$ cat src/rtl/control_sequencer.sv
// Microcoded fetch/execute sequencer for the 4-bit-address CPU: step counter, C/Z flags, halt latch.
// Optional SEQ_EARLY_END_EN: each opcode returns to T0 after its last active step.
module control_sequencer (
  input  logic       clk,
  input  logic       reset,
  input  logic [7:0] instr,
  input  logic       carry_in,
  input  logic       zero_in,
  output logic       pc_ce,
  output logic       pc_oe,
  output logic       pc_ie,
  output logic       mar_ie,
  output logic       ram_oe,
  output logic       ram_ie,
  output logic       ir_ie,
  output logic       ir_oe,
  output logic       a_ie,
  output logic       a_oe,
  output logic       b_ie,
  output logic       alu_oe,
  output logic       alu_sub,
  output logic       out_ie,
  output logic       halted,
  output logic [2:0] step
);

  typedef enum logic [2:0] {T0 = 3'd0, T1 = 3'd1, T2 = 3'd2, T3 = 3'd3, T4 = 3'd4} step_t;

  localparam logic [3:0] OP_LDA = 4'h1, OP_ADD = 4'h2, OP_SUB = 4'h3, OP_STA = 4'h4,
                         OP_LDI = 4'h5, OP_JMP = 4'h6, OP_JC  = 4'h7, OP_JZ  = 4'h8,
                         OP_OUT = 4'hE, OP_HLT = 4'hF;

  step_t      cur_step;
  step_t      next_step;
  logic       flag_c;
  logic       flag_z;
  logic       halt;
  logic [3:0] opcode;
  logic       is_arith;
  logic       unused_operand;

  assign opcode         = instr[7:4];
  assign is_arith       = (opcode == OP_ADD) || (opcode == OP_SUB);
  assign unused_operand = ^instr[3:0];

`ifdef SEQ_EARLY_END_EN
  step_t last_step;
  always_comb begin
    last_step = T2;
    if (opcode == OP_LDA || opcode == OP_STA) last_step = T3;
    else if (is_arith)                        last_step = T4;
  end
  assign next_step = (cur_step == last_step || cur_step == T4) ? T0 : step_t'(cur_step + 3'd1);
`else
  assign next_step = (cur_step == T4) ? T0 : step_t'(cur_step + 3'd1);
`endif

  always_ff @(posedge clk) begin
    if (reset) begin
      cur_step <= T0;
      flag_c   <= 1'b0;
      flag_z   <= 1'b0;
      halt     <= 1'b0;
    end else if (!halt) begin
      // HLT parks the step counter at T3 in both builds
      if (cur_step == T2 && opcode == OP_HLT) begin
        halt     <= 1'b1;
        cur_step <= T3;
      end else begin
        if (cur_step == T4 && is_arith) begin
          flag_c <= carry_in;
          flag_z <= zero_in;
        end
        cur_step <= next_step;
      end
    end
  end

  always_comb begin
    pc_ce = 1'b0; pc_oe = 1'b0; pc_ie = 1'b0; mar_ie = 1'b0;
    ram_oe = 1'b0; ram_ie = 1'b0; ir_ie = 1'b0; ir_oe = 1'b0;
    a_ie = 1'b0; a_oe = 1'b0; b_ie = 1'b0; alu_oe = 1'b0;
    alu_sub = 1'b0; out_ie = 1'b0;
    if (!reset && !halt) begin
      case (cur_step)
        T0: begin pc_oe = 1'b1; mar_ie = 1'b1; end
        T1: begin ram_oe = 1'b1; ir_ie = 1'b1; pc_ce = 1'b1; end
        T2: begin
          case (opcode)
            OP_LDA, OP_ADD, OP_SUB, OP_STA: begin ir_oe = 1'b1; mar_ie = 1'b1; end
            OP_LDI: begin ir_oe = 1'b1; a_ie = 1'b1; end
            OP_JMP: begin ir_oe = 1'b1; pc_ie = 1'b1; end
            OP_JC:  begin ir_oe = 1'b1; pc_ie = flag_c; end
            OP_JZ:  begin ir_oe = 1'b1; pc_ie = flag_z; end
            OP_OUT: begin a_oe = 1'b1; out_ie = 1'b1; end
            default: ;
          endcase
        end
        T3: begin
          case (opcode)
            OP_LDA: begin ram_oe = 1'b1; a_ie = 1'b1; end
            OP_ADD: begin ram_oe = 1'b1; b_ie = 1'b1; end
            OP_SUB: begin ram_oe = 1'b1; b_ie = 1'b1; alu_sub = 1'b1; end
            OP_STA: begin a_oe = 1'b1; ram_ie = 1'b1; end
            default: ;
          endcase
        end
        T4: begin
          if (is_arith) begin
            alu_oe  = 1'b1;
            a_ie    = 1'b1;
            alu_sub = (opcode == OP_SUB);
          end
        end
        default: ;
      endcase
    end
  end

  assign halted = halt && !reset;
  assign step   = cur_step;

endmodule

$ cat config.mk
export PLATFORM = sky130hd
export DESIGN_NAME = control_sequencer
export DESIGN_NICKNAME = d
export VERILOG_FILES = /design/src/rtl/control_sequencer.sv
export SDC_FILE = /design/constraint.sdc
export NUM_CORES = 1
export LEC_CHECK = 0
export CAP_MARGIN = 40
export CORE_UTILIZATION = 42
export CTS_CLUSTER_SIZE = 24
export DETAILED_ROUTE_END_ITERATION = 10
export PLACE_DENSITY = 0.83
export SETUP_SLACK_MARGIN = 0.15
export SLEW_MARGIN = 10
export SYNTH_ARGS = -nofsm -noshare
export SYNTH_HDL_FRONTEND = slang
export SYNTH_SLANG_ARGS = --single-unit
$ cat constraint.sdc
create_clock -name clk -period 3.2 [get_ports clk]
set_input_delay 0.64 -clock clk [delete_from_list [all_inputs] [get_ports clk]]
set_output_delay 0.64 -clock clk [all_outputs]
set_load 0.1 [all_outputs]
After elaboration in Yosys (flattened, before gate mapping)
Index checks and enable logic that the tools add are counted.
Storage, ports and cells
  input port bits: 12
  output and inout port bits: 18
  word-level logic and storage cells: 76
  register bits: 6
Operators by class
  equality and inequality tests: 14
  reductions and logical operators: 13
  mux-type cells: 42
  add/sub/neg operators: 1
  bitwise operators: 2
Operators with widths (number)
  $mux W1: 34
  $eq A4 B3 Y1 const B: 4
  $eq A4 B4 Y1 const B: 3
  $eq A4 B2 Y1 const B: 2
  $pmux W1 S2: 4
  $reduce_or A8 Y1: 1
  $eq A3 B2 Y1 const B: 2
  $mux W3: 2
  $pmux W1 S3: 2
  $eq A4 B1 Y1 const B: 1
  $logic_and A1 B1 Y1: 4
  $reduce_or A4 Y1: 1
  $add A3 B1 Y3 const B: 1
  $eq A3 B1 Y1 const B: 1
  $eq A3 B3 Y1 const B: 1
  $logic_not A3 Y1: 1
  $reduce_and A3 Y1: 1
  $reduce_or A3 Y1: 1
  $logic_not A1 Y1: 2
  $not A1 Y1: 2
  $reduce_or A2 Y1: 1
  $logic_or A1 B1 Y1: 1

Logic depth before layout (Yosys ltp)
  depth in word-level cells: 5
  gate-level depth with buffers: 6
  mapped depth without buffers: 5

Least setup slack after synthesis
Ideal clock, no wire load.
  path type: register to output
  start: register cur_step[1], in the netlist step[1]
  end: output port a_oe
  required time: 2560 ps
  setup slack: -941 ps
  arrival: 3501 ps
  buffers on the path: 0
  cell stages (with the launch flop): 5
  cells stage by stage: dfxtp_1 -> ha_1 -> or4b_4 -> nor3b_4 -> o211a_1
On the way
  cells in the longest elaborated chain, start to end: 3
  elaborated cells on any way between the ends: 4
  classes of those cells: 2 x eq/ne; 2 x mux
RTL lines
  start: declaration: RTL line 33  | step_t cur_step;
  start signal: assignment: RTL line 74  | cur_step <= next_step;
  $eq A3 B2 Y1: RTL line 85  | case (cur_step)
  $pmux W1 S2 (*): RTL line 85
  $mux W1 (*): RTL line 84  | if (!reset && !halt) begin
  end: declaration: RTL line 18  | output logic a_oe,
Mark *: on every way between the ends. The rest lies on a longest branch, timed or not.

Worst setup path in the final report
  start: input port reset
  end: output port a_oe
On the way
  cells in the longest elaborated chain, start to end: 3
RTL lines
  start: declaration: RTL line 5  | input logic reset,
  $logic_not A1 Y1: RTL line 84
  $logic_and A1 B1 Y1: RTL line 84
  $mux W1: RTL line 84
Every way passes these cells.

==> flow_summary.yaml <==
cells_and_area:
  flow.area_growth_from_synthesis_pct: 71.4
  antenna_cells: 0
  fin_nets: 122
  post_route_cells_drive_above_1_share: 0.375
floorplanning:
  initial_core_util: 0.465
  fp.dieW_um: 40.4
  floorplan.die_area_um2: 1640
  core_area_um2: 1330
  num_rows: 13
  num_io_pins: 30
  die_h_um: 40.4
timing:
  final_hold_viol_count: 0
  final_setup_skew_ps: 6.51
  setup_ws_ps: 298
  rsz0062_at_grt: "no"
  timing_max_transition_violations_final: 0
  layout_min_cycle_time_ps: 2900
  setup_viol_count_final: 0
  slew_headroom: 0.678
  fmaxAchievable_mhz: 345
  fin_crit_sh: 0.907
  worstMarginPinSlew_ps: 481
synthesis:
  syn-cell-area_um2: 621
  synth_top_cell_by_area: "sky130_fd_sc_hd__dfxtp_1"
  synthesis.yosys.warnings: 0
  yosysTopAreaCellShare: 0.194
  synthCells: 80
  yosys_most_used_dff: "sky130_fd_sc_hd__dfxtp_1"
  syn_avg_cell_area_um2: 7.76
  post_synth_fa_ha_maj_area_fraction: 0.101
  synth-seq-cells: 6
  largest_family_of_logic_cells_by_synthesized_area: "simple AND/OR/NAND/NOR gates"
  muxShareOfSynthArea: 0
  synthDistinctLibCells: 36
  synth_enable_flop_cells: 0
  synth_fp_nets: 97
  synth_compound_gate_area_share: 0.214
  area_share_of_and_or_nand_nor_cells_after_synthesis: 0.391
  synth.area.top_cells: "sky130_fd_sc_hd__dfxtp_1, sky130_fd_sc_hd__ha_1, sky130_fd_sc_hd__a21oi_1"
  synth_xor_area_frac: 0.0141
  synth_sequential_area_ratio: 0.194
  ys_async_rst_share: 0
setup_path:
  crit_required_ps: 2560
  critPathCaptureType: "output port"
  reg2reg_to: "step[2]"
  worst-r2r-cell-count: 5
  path_max_fanout: 3
  ff2ff_setup_slack_ps: 1640
  critPathArrivalTime_ps: 2260
  crit_path_start_kind: "input port"
  worst-setup-path-type: "input port to output port"
  crit-reg2reg-launch: "step[1]"
power_and_ir_drop:
  power_leakage_uw: 0.000410
  report.power.total_uw: 403
  powerDensity_nw_per_um2: 379
  peak_ir_drop_on_the_vdd_network_mv: 0.506
route:
  route.detailed.wl_per_inst_um: 13.0
  drc: 0
  vias: 643
  detail_route.vias_per_cell: 5.40
  wl_um: 1550
  ant_nets: 0
  detailedRoute.firstPassIterationCount: 4
  dr.first_iter.drc_count: 10
clocking:
  cts.root.buffer_cell: "sky130_fd_sc_hd__clkbuf_4"
  cts_sinks: 6
  tritoncts: "yes"
  cts-hold-fix-buffers: 0
  cts_buffers: 3
  cts_repair_resize_count: 0
  clock_path_buffers: 2
  clock_insertion_delay_worst_skew_ps: 240
  clkTransAtPathRegs_ps: 40
  htree_levels: 1
  post_cts.repair.setup_buffers: 0
min_path:
  hold_path_depth: 2
  timing.hold.worst.start: "flag_c"
  worst_hold_endpoint: "flag_c"
  min_path_type: "flop to flop"
global_routing:
  grt.met1_usage: 0.278
  grt_util_met2: 0.381
  grtUsageTotal: 0.229
  grt_remaining_overflow: 0
  pin_count_of_the_biggest_net_entering_global_routing: 13
  antenna_found_initial: 0
  first_global_vias: 553
  gr-usage-met3: 0.0333
  grt_pass1_wl_um: 2460
  gr-max-usage-layer: "met2"
placed_design:
  post-place-ws_ps: 296
  placement.io_buffers: 25
  detailedPlacementHpwl_um: 1270
  finalWeightedCongestion: 0.772
status:
  outcome: "completed"
run:
  cap_violations: 0
## report_power, final
group / total, uW / leakage (uW) / internal, uW / switching [uW]
Clock: 70.9 / 0.0000150 / 47.0 / 23.9
Combinational: 240 / 0.000344 / 81.9 / 158
Sequential: 92.1 / 0.0000506 / 82.3 / 9.79
Total: 403 / 0.000410 / 211 / 192
## per-layer routing
layer	wire [um]	vias to the layer above
met2	791	16
met3	46	0
met1	709	289
li1	-	338
met4	0	0
met5	0	-
## sequential cells by signal, summed over array words and instances, names as in the netlist
register / count
step: 3
flag_c: 1
flag_z: 1
halt: 1
## worst max-delay path: stages
cell and delay (ps):
sky130_fd_sc_hd__clkdlybuf4s50_1 420, sky130_fd_sc_hd__or4b_4 540, sky130_fd_sc_hd__nor3b_4 290, sky130_fd_sc_hd__o211a_4 200
sky130_fd_sc_hd__buf_12 170
## through the flow
| step | util | hold slack, ps | instances | TNS, ps | instance area [um^2] |
|---|---|---|---|---|---|
| 2_1_floorplan | - | 441 | 80 | -76.7 | 662 |
| 3_3_place_gp | 0.778 | 455 | 115 | 0 | 1040 |
| 3_5_place_dp | 0.778 | 458 | 115 | 0 | 1040 |
| 4_1_cts | 0.797 | 464 | 119 | 0 | 1060 |
| 5_1_grt | 0.797 | 492 | 119 | 0 | 1060 |
| 6_report | 0.797 | 465 | 119 | 0 | 1060 |
## layout make-up
type / count / area, um^2
Sequential cell: 6 / 129
Inverter: 4 / 15.0
Multi-Input combinational cell: 63 / 479
Fill cell: 94 / 270
Timing Repair Buffer: 27 / 395
Tap cell: 15 / 18.8
Clock buffer: 4 / 26.3
## worst max path at each step
stage	depth (start not counted)	to	start
global placement	5	a_oe	reset
detailed placement	5	a_oe	reset
floorplan	4	a_oe	reset
global route	5	alu_sub	instr[5]
finish	5	a_oe	reset
CTS	5	a_oe	reset
## logic make-up (layout without fill, tap and decap cells)
group | count (synthesis) | in the layout
simple gates | 37 | 37
buf+inv | 11 | 35
fa+ha+maj | 5 | 5
flops | 6 | 6
xor+xnor | 1 | 1
compound gates | 20 | 20
## layout by cell type, fill, tap and decap left out, drive strengths merged, types with 3 or more instances in the layout
master         count
o31ai              3
buf               20
nor3b              3
inv                4
nand2              4
clkbuf             4
ha                 5
dfxtp              6
nor2               7
and2               3
a21oi              8
clkdlybuf4s50      7
## cell usage after synthesis, types with 2 or more instances
library cell	count
sky130_fd_sc_hd__nand2_1	4
sky130_fd_sc_hd__ha_1	5
sky130_fd_sc_hd__a221oi_1	2
sky130_fd_sc_hd__nand4_1	2
sky130_fd_sc_hd__clkbuf_1	4
sky130_fd_sc_hd__nor3_1	2
sky130_fd_sc_hd__and2b_2	2
sky130_fd_sc_hd__nor3b_1	2
sky130_fd_sc_hd__and3_1	2
sky130_fd_sc_hd__o21ai_0	2
sky130_fd_sc_hd__inv_1	4
sky130_fd_sc_hd__o31ai_1	3
sky130_fd_sc_hd__and2_1	2
sky130_fd_sc_hd__a21oi_1	8
sky130_fd_sc_hd__dfxtp_1	6
sky130_fd_sc_hd__nor2_1	7
sky130_fd_sc_hd__o21a_1	2
sky130_fd_sc_hd__nor2b_1	2
sky130_fd_sc_hd__nand3_1	2
Power figures use the tool's default switching activity.
